**config.mk**
```make
export PLATFORM = sky130hd
export DESIGN_NAME = ixc_assign_pipe
export DESIGN_NICKNAME = d
export VERILOG_FILES = /design/src/rtl/ixc_assign_pkg.sv /design/src/rtl/ixc_assign_stage.sv /design/src/rtl/ixc_assign_pipe.sv
export SDC_FILE = /design/constraint.sdc
export NUM_CORES = 1
export LEC_CHECK = 0
export ABC_AREA = 1
export BUFFER_PORTS_ARGS = -buffer_cell sky130_fd_sc_hd__buf_2
export CORE_MARGIN = 1
export CORE_UTILIZATION = 50
export DETAILED_ROUTE_END_ITERATION = 16
export PLACE_DENSITY = 0.74
export SETUP_SLACK_MARGIN = 0.02
export SLEW_MARGIN = 20
export SYNTH_ARGS = -nofsm -noshare
export SYNTH_HDL_FRONTEND = slang
export SYNTH_SLANG_ARGS = --single-unit
```
**constraint.sdc**
```tcl
create_clock -name clk -period 14 [get_ports clk]
set_input_delay 1.4 -clock clk [delete_from_list [all_inputs] [get_ports clk]]
set_output_delay 1.4 -clock clk [all_outputs]
set_load 0.005 [all_outputs]
```
**src/rtl/ixc_assign_pkg.sv**
```systemverilog
// Shared types and helpers for the ixc_assign register pipeline.
// Optional feature macro: IXC_ASSIGN_PAR_EN (per-32-bit-slice even parity).
package ixc_assign_pkg;

    // Data bits covered by one parity bit.
    localparam int PAR_SLICE = 32;

    // Per-stage flow-control view: does the stage hold a beat, may it advance.
    typedef struct packed {
        logic valid;
        logic ready;
    } stage_ctl_t;

    // Number of parity slices for a given data width (last slice may be short).
    function automatic int par_slices(input int width);
        return (width + PAR_SLICE - 1) / PAR_SLICE;
    endfunction

    // Width of a counter that must hold 0..depth inclusive.
    function automatic int occ_w(input int depth);
        return $clog2(depth + 1);
    endfunction

endpackage

```
**src/rtl/ixc_assign_stage.sv**
```systemverilog
// One register stage of the ixc_assign pipeline: data, valid and (when
// IXC_ASSIGN_PAR_EN is defined) the parity bits that travel with the data.
module ixc_assign_stage
    import ixc_assign_pkg::*;
#(
    parameter int               WIDTH     = 132,
    parameter logic [WIDTH-1:0] RESET_VAL = '0
`ifdef IXC_ASSIGN_PAR_EN
    ,
    parameter int               PW        = par_slices(WIDTH)
`endif
) (
    input  logic             clk,
    input  logic             rst,
    input  logic             flush,
    input  logic [WIDTH-1:0] data_i,
    input  logic             valid_i,
    input  logic             ready_i,   // readiness of the downstream stage / sink
`ifdef IXC_ASSIGN_PAR_EN
    input  logic [PW-1:0]    par_i,
    output logic [PW-1:0]    par_o,
`endif
    output logic [WIDTH-1:0] data_o,
    output logic             valid_o
);

    logic [WIDTH-1:0] data_q;
    logic             valid_q;
    logic             valid_d;
    logic             data_en;
    stage_ctl_t       ctl;
`ifdef IXC_ASSIGN_PAR_EN
    logic [PW-1:0]    par_q;
`endif

    // Stage may take a new beat when it is empty or its beat leaves this cycle.
    always_comb begin
        ctl.valid = valid_q;
        ctl.ready = !valid_q || ready_i;
        valid_d   = ctl.ready ? valid_i : valid_q;
        // Data only moves for a real beat so an idle stage keeps its last value.
        data_en   = ctl.ready && valid_i;
    end

    // Stage registers: async reset, synchronous flush to the reset value.
    always_ff @(posedge clk or posedge rst) begin
        if (rst) begin
            valid_q <= 1'b0;
            data_q  <= RESET_VAL;
`ifdef IXC_ASSIGN_PAR_EN
            par_q   <= '0;
`endif
        end else if (flush) begin
            valid_q <= 1'b0;
            data_q  <= RESET_VAL;
`ifdef IXC_ASSIGN_PAR_EN
            par_q   <= '0;
`endif
        end else begin
            valid_q <= valid_d;
            if (data_en) begin
                data_q <= data_i;
`ifdef IXC_ASSIGN_PAR_EN
                par_q  <= par_i;
`endif
            end
        end
    end

    assign data_o  = data_q;
    assign valid_o = ctl.valid;
`ifdef IXC_ASSIGN_PAR_EN
    assign par_o   = par_q;
`endif

endmodule

```
**src/rtl/ixc_assign_pipe.sv**
```systemverilog
// ixc_assign_pipe: WIDTH-bit, DEPTH-stage registered transfer L <= R with
// valid/ready flow control, synchronous flush and stage occupancy count.
// Optional feature macro: IXC_ASSIGN_PAR_EN adds per-32-bit even parity carried
// through the stages, checked at the output, reported on sticky par_err.
//
// Handshake: a beat moves across an interface on a rising edge where both
// valid and ready are high. valid never depends on ready of the same
// interface; a valid beat is held stable until accepted. R_ready may depend
// combinationally on L_ready (the ready chain has no bubble); L_valid is a
// register output.
module ixc_assign_pipe
    import ixc_assign_pkg::*;
#(
    parameter int               WIDTH     = 132,
    parameter int               DEPTH     = 2,
    parameter logic [WIDTH-1:0] RESET_VAL = '0
) (
    input  logic                     clk,
    input  logic                     rst,
    input  logic                     flush,
    input  logic [WIDTH-1:0]         R,
    input  logic                     R_valid,
    output logic                     R_ready,
    output logic [WIDTH-1:0]         L,
    output logic                     L_valid,
    input  logic                     L_ready,
    output logic [occ_w(DEPTH)-1:0]  occ
`ifdef IXC_ASSIGN_PAR_EN
    ,
    output logic                     par_err
`endif
);

    localparam int OCC_W = occ_w(DEPTH);
`ifdef IXC_ASSIGN_PAR_EN
    localparam int NP    = par_slices(WIDTH);
`endif

    // Index k is the input of stage k; index DEPTH is the last stage's output.
    logic [WIDTH-1:0] d_chain [DEPTH+1];
    logic [DEPTH:0]   v_chain;
    logic [DEPTH-1:0] nxt_rdy;   // nxt_rdy[k]: stage k+1 (or the sink) accepts
    logic [OCC_W-1:0] occ_c;

`ifdef IXC_ASSIGN_PAR_EN
    logic [NP-1:0]    p_chain [DEPTH+1];
    logic             par_err_q;

    // Even parity per PAR_SLICE-bit slice: each bit is the XOR of its slice.
    function automatic logic [NP-1:0] calc_par(input logic [WIDTH-1:0] d);
        logic [NP-1:0] p;
        p = '0;
        for (int i = 0; i < WIDTH; i++) begin
            p[i / PAR_SLICE] = p[i / PAR_SLICE] ^ d[i];
        end
        return p;
    endfunction

    assign p_chain[0] = calc_par(R);
`endif

    assign d_chain[0] = R;
    assign v_chain[0] = R_valid;

    // Ready lookahead built from registered valids only, so no combinational
    // loop runs through the stages: a stage may advance if the sink is ready
    // or any stage after it is empty.
    always_comb begin
        logic acc;
        nxt_rdy = '0;
        acc     = L_ready;
        for (int k = DEPTH - 1; k >= 0; k--) begin
            nxt_rdy[k] = acc;
            acc        = acc || !v_chain[k+1];
        end
        R_ready = acc;
    end

    for (genvar k = 0; k < DEPTH; k++) begin : g_stage
        ixc_assign_stage #(
            .WIDTH     (WIDTH),
            .RESET_VAL (RESET_VAL)
`ifdef IXC_ASSIGN_PAR_EN
            ,
            .PW        (NP)
`endif
        ) u_stage (
            .clk     (clk),
            .rst     (rst),
            .flush   (flush),
            .data_i  (d_chain[k]),
            .valid_i (v_chain[k]),
            .ready_i (nxt_rdy[k]),
`ifdef IXC_ASSIGN_PAR_EN
            .par_i   (p_chain[k]),
            .par_o   (p_chain[k+1]),
`endif
            .data_o  (d_chain[k+1]),
            .valid_o (v_chain[k+1])
        );
    end

    // Occupancy is the number of stages currently holding a beat.
    always_comb begin
        occ_c = '0;
        for (int k = 1; k <= DEPTH; k++) begin
            occ_c = occ_c + OCC_W'(v_chain[k]);
        end
    end

`ifdef IXC_ASSIGN_PAR_EN
    // Sticky parity error: set when the output beat disagrees with its
    // carried parity; only reset clears it, flush leaves it alone.
    always_ff @(posedge clk or posedge rst) begin
        if (rst) begin
            par_err_q <= 1'b0;
        end else if (v_chain[DEPTH] && (calc_par(d_chain[DEPTH]) != p_chain[DEPTH])) begin
            par_err_q <= 1'b1;
        end
    end

    assign par_err = par_err_q;
`endif

    assign L       = d_chain[DEPTH];
    assign L_valid = v_chain[DEPTH];
    assign occ     = occ_c;

endmodule

```
Word-level counts from Yosys, hierarchy flattened
Index checks and enable logic that the tools add are counted.
{"block": "op_classes", "addsub": 1, "n_reduce_logical": 10, "mux": 8}
{"operator": "$mux W132", "count": 4}
{"operator": "$reduce_bool A2 Y1", "count": 4}
{"operator": "$mux W1", "count": 4}
{"operator": "$add A1 B1 Y2", "count": 1}
{"operator": "$logic_and A1 B1 Y1", "count": 2}
{"operator": "$logic_not A1 Y1", "count": 2}
{"operator": "$logic_or A1 B1 Y1", "count": 2}
{"block": "word_totals", "input_bits": 137, "word_cells": 23, "out_inout_bits": 136, "reg_bits": 266}

Longest topological paths before layout
{"block": "depth", "ltp_word": 6, "mapped_depth": 8, "ltp_nobuf": 6}

Modules after synthesis
A second synthesis with hierarchy kept.
{"block": "unflattened", "cells_unflattened": 1218, "area_unflattened_um2": 11483.5}
{"mod": "ixc_assign_stage", "n_inst": 2, "seq_area_each_um2": 3328.2, "area_each_um2": 5726.7, "cells_each": 607}
{"mod": "ixc_assign_pipe", "n_inst": 1, "seq_area_each_um2": 0.0, "area_each_um2": 30.0, "cells_each": 4}

Worst setup path before layout
No wires, ideal clock.
{"block": "synth_path", "path_kind": "input -> output", "from": "input L_ready", "to": "output R_ready", "stages": 3, "arrival_ns": 1.813, "setup_slack_ns": 10.787, "path_buffers": 1, "t_required_ns": 12.600, "cell_sequence": "inv_2 nand3_2 clkbuf_1"}
{"block": "synth_via", "elab_chain_len": 2}
{"item": "from (decl)", "line": "ixc_assign_pipe.sv:26", "source": "input logic L_ready,"}
{"item": "$logic_or A1 B1 Y1 (2 in series)", "line": "ixc_assign_pipe.sv:74", "source": "acc = acc || !v_chain[k+1];"}
{"item": "to (decl)", "line": "ixc_assign_pipe.sv:23", "source": "output logic R_ready,"}
No other way between the ends.

Worst setup path after layout
Ends and elaborated chain as after synthesis.

==> results_dict.tcl <==
set metrics [dict create \
    path_delay_family "buffers and inverters" \
    start_util_pct 51.3 \
    final_cells 1946 \
    grt_usage_pct 23.7 \
    slowest_stage "nand3_4" \
    maxUsedRoutingLayer "met5" \
    crit_required_ps 12600 \
    max_freq_ghz 0.287 \
    met1_length_mm 13.5 \
    clkLatencyLatePin_ps 540 \
    path_max_fanout 28 \
    relSlewSlack_pct 25.5 \
    synthSimpleGateAreaFrac_pct 31.5 \
    finalWeightedCongestion 0.818 \
    dr_wl_met2_mm 13.7 \
    cts_max_level 1 \
    cpMostUsedCell "buf_2" \
    vias_per_cell 5.14 \
    dp_cells 1891 \
    final_common_cell "nand2_1" \
    nets 1736 \
    period_needed_ps 3480 \
    synth.area.mux_share_pct 0 \
    syn_nets 1672 \
    syn_inst 1534 \
    status "finished, final reports clean" \
    synth_compound_area_share_pct 0.120 \
    grt_first_pass_wirelength_mm 49.6 \
    holdBufCountCts 0 \
    ys_types 16 \
    clk_pin_slew_ps 60 \
    area_growth_pct 10.5 \
    wl_mm 30.3 \
    yosysSeqAreaShare_pct 53.0 \
    die_w_um 160 \
    cts_buffers 29 \
    power_leakage_nw 8.02 \
    avgSynthCellArea_um2 8.18 \
    synthAdderAreaFrac_pct 0.0997 \
    crit_buf_inv 3 \
    clock_skew_ps 8.99 \
    drv_slew 0 \
    pre_cts_slack_ps 9980 \
    avgRoutedWirePerCell_um 15.6 \
    grt_max_degree 196 \
    cap_violations 0 \
    vias 10000 \
    met3_length_mm 2.18 \
    arrival_ps 2080 \
    dp_hpwl_mm 17.8 \
    clk_path_buf_depth 3 \
    finalPower_mw 1.70 \
    layout_common_cells "481 x nand2_1, 270 x buf_2, 266 x dfrtp_1, 181 x nand3_1, 131 x nand4_1" \
    finalHoldViolations 0 \
    worst_pin_slew_ps 1120 \
    path_cells "buf_2 -> inv_2 -> nand3_4 -> buf_2" \
    p_per_area_nw_per_um2 123 \
    grt-ovfl-total 0 \
    rsz0062_at_grt "no" \
    fill_cells 2229 \
    cts_root_buffer "clkbuf_16" \
    drc 0 \
    cts_tree "yes" \
    critPathCaptureType "primary output" \
    row_count 57 \
    synth_xor_area_share_pct 0 \
    setup_violations 0 \
    firstDrtPassIters 5 \
    synth_top_family_by_area "simple AND/OR/NAND/NOR gates" \
    postCtsSetupRepairBufs 0 \
    cts_resized 0 \
    clkSinkCount 266 \
    die_y_um 160 \
    min_period_over_period_pct 24.9 \
    die-area_um2 25700 \
    pin_count 273 \
    slowest_delay_ps 270 \
    core_area_um2 24500 \
    port_buffers 272 \
    start_kind "input pin" \
    min_path_type "reg2reg" \
    irDropWorstVdd_mv 0.0751 \
    synth_area_um2 12600 \
    synth_seq_cells 266 \
    yosys_warnings 0 \
    grt_pass1_vias 9635 \
    tns_ps 0 \
    antenna_found_initial 9 \
    path_class "in2out" \
    drt_first_iter_violations 751 \
    ant_nets 0 \
    drive_gt1_share_pct 20.5 \
    setup_ws_ps 10520 \
]
==> synth_stat cells <==
cell type / n / share of area [%]
nand2_1: 481 / 14
inv_1: 109 / 3.3
nand3_2: 1 / 0.080
nand3_1: 181 / 7.2
nand2_2: 2 / 0.10
nand4_1: 131 / 6.5
o21ai_0: 1 / 0.040
a21oi_1: 2 / 0.080
ha_1: 1 / 0.10
inv_2: 3 / 0.090
buf_2: 48 / 1.9
nor2_1: 107 / 3.2
dfrtp_1: 266 / 53
clkbuf_1: 53 / 1.6
buf_1: 15 / 0.45
buf_4: 133 / 8.0
==> layer usage <==
| layer | vias up | global-route usage [%] |
|---|---|---|
| met5 | - | 0 |
| met4 | 8 | 7.06 |
| met3 | 64 | 5.27 |
| met2 | 333 | 36.9 |
| met1 | 4712 | 33.3 |
| li1 | 4894 | - |
==> through the flow <==
| step | instance area, µm² | hold slack [ps] | util [%] |
|---|---|---|---|
| after global placement | 12900 | 481 | 52.9 |
| after detailed placement | 12900 | 483 | 52.9 |
| after global routing | 13900 | 514 | 56.7 |
| final | 13900 | 495 | 56.7 |
| after CTS | 13900 | 501 | 56.6 |
| after floorplan | 12600 | 470 | - |
==> kinds of logic (layout without fill, tap and decap cells) <==
logic type               Yosys count  after routing
AND/OR/NAND/NOR                  903            903
other                              0              5
AO/OA/AOI/OAI                      3              3
buffers and inverters            361            444
adder cells (fa/ha/maj)            1              1
flip-flops                       266            266
==> worst min-delay path, delay by kind of cell, from the launching register on <==
kind,cells,cell delay (ps)
flops,1,330
simple gates,2,130
==> final timing paths <==
kind                                                from                              to  slack [ps]  cells after the start
setup / recovery                                 L_ready                         R_ready       10520                      4
hold / removal             g_stage[1].u_stage.data_o[29]   g_stage[1].u_stage.data_o[29]         490                      2
setup reg to reg              g_stage[0].u_stage.valid_o  g_stage[0].u_stage.data_o[131]       11090                      7
hold reg to reg            g_stage[1].u_stage.data_o[29]   g_stage[1].u_stage.data_o[29]         490                      2
max in group asynchronous                            rst   g_stage[0].u_stage.data_o[56]       11420                      3
min in group asynchronous                            rst  g_stage[1].u_stage.data_o[127]        1030                      2
==> sequential cells by signal, indices dropped and copies added, names as in the netlist <==
signal / flops
g_stage.u_stage.data_o: 264
g_stage.u_stage.valid_o: 2
==> area by class of cell <==
class	count	area, µm²	area share, %
sequential	266	6660	48.0
multi-input combinational	907	4000	28.8
timing repair buffer	282	1450	10.4
clock buffer	41	821	5.91
inverter	112	438	3.16
tap	324	405	2.92
clock inverter	9	95.1	0.685
antenna	5	12.5	0.0902
==> where the power goes <==
part / switching [mW] / total (mW) / internal [mW] / leakage [nW]
Sequential: 0.0130 / 0.814 / 0.801 / 3.61
Combinational: 0.104 / 0.149 / 0.0451 / 3.96
Clock: 0.300 / 0.740 / 0.440 / 0.457
Power figures use the tool's default switching activity.
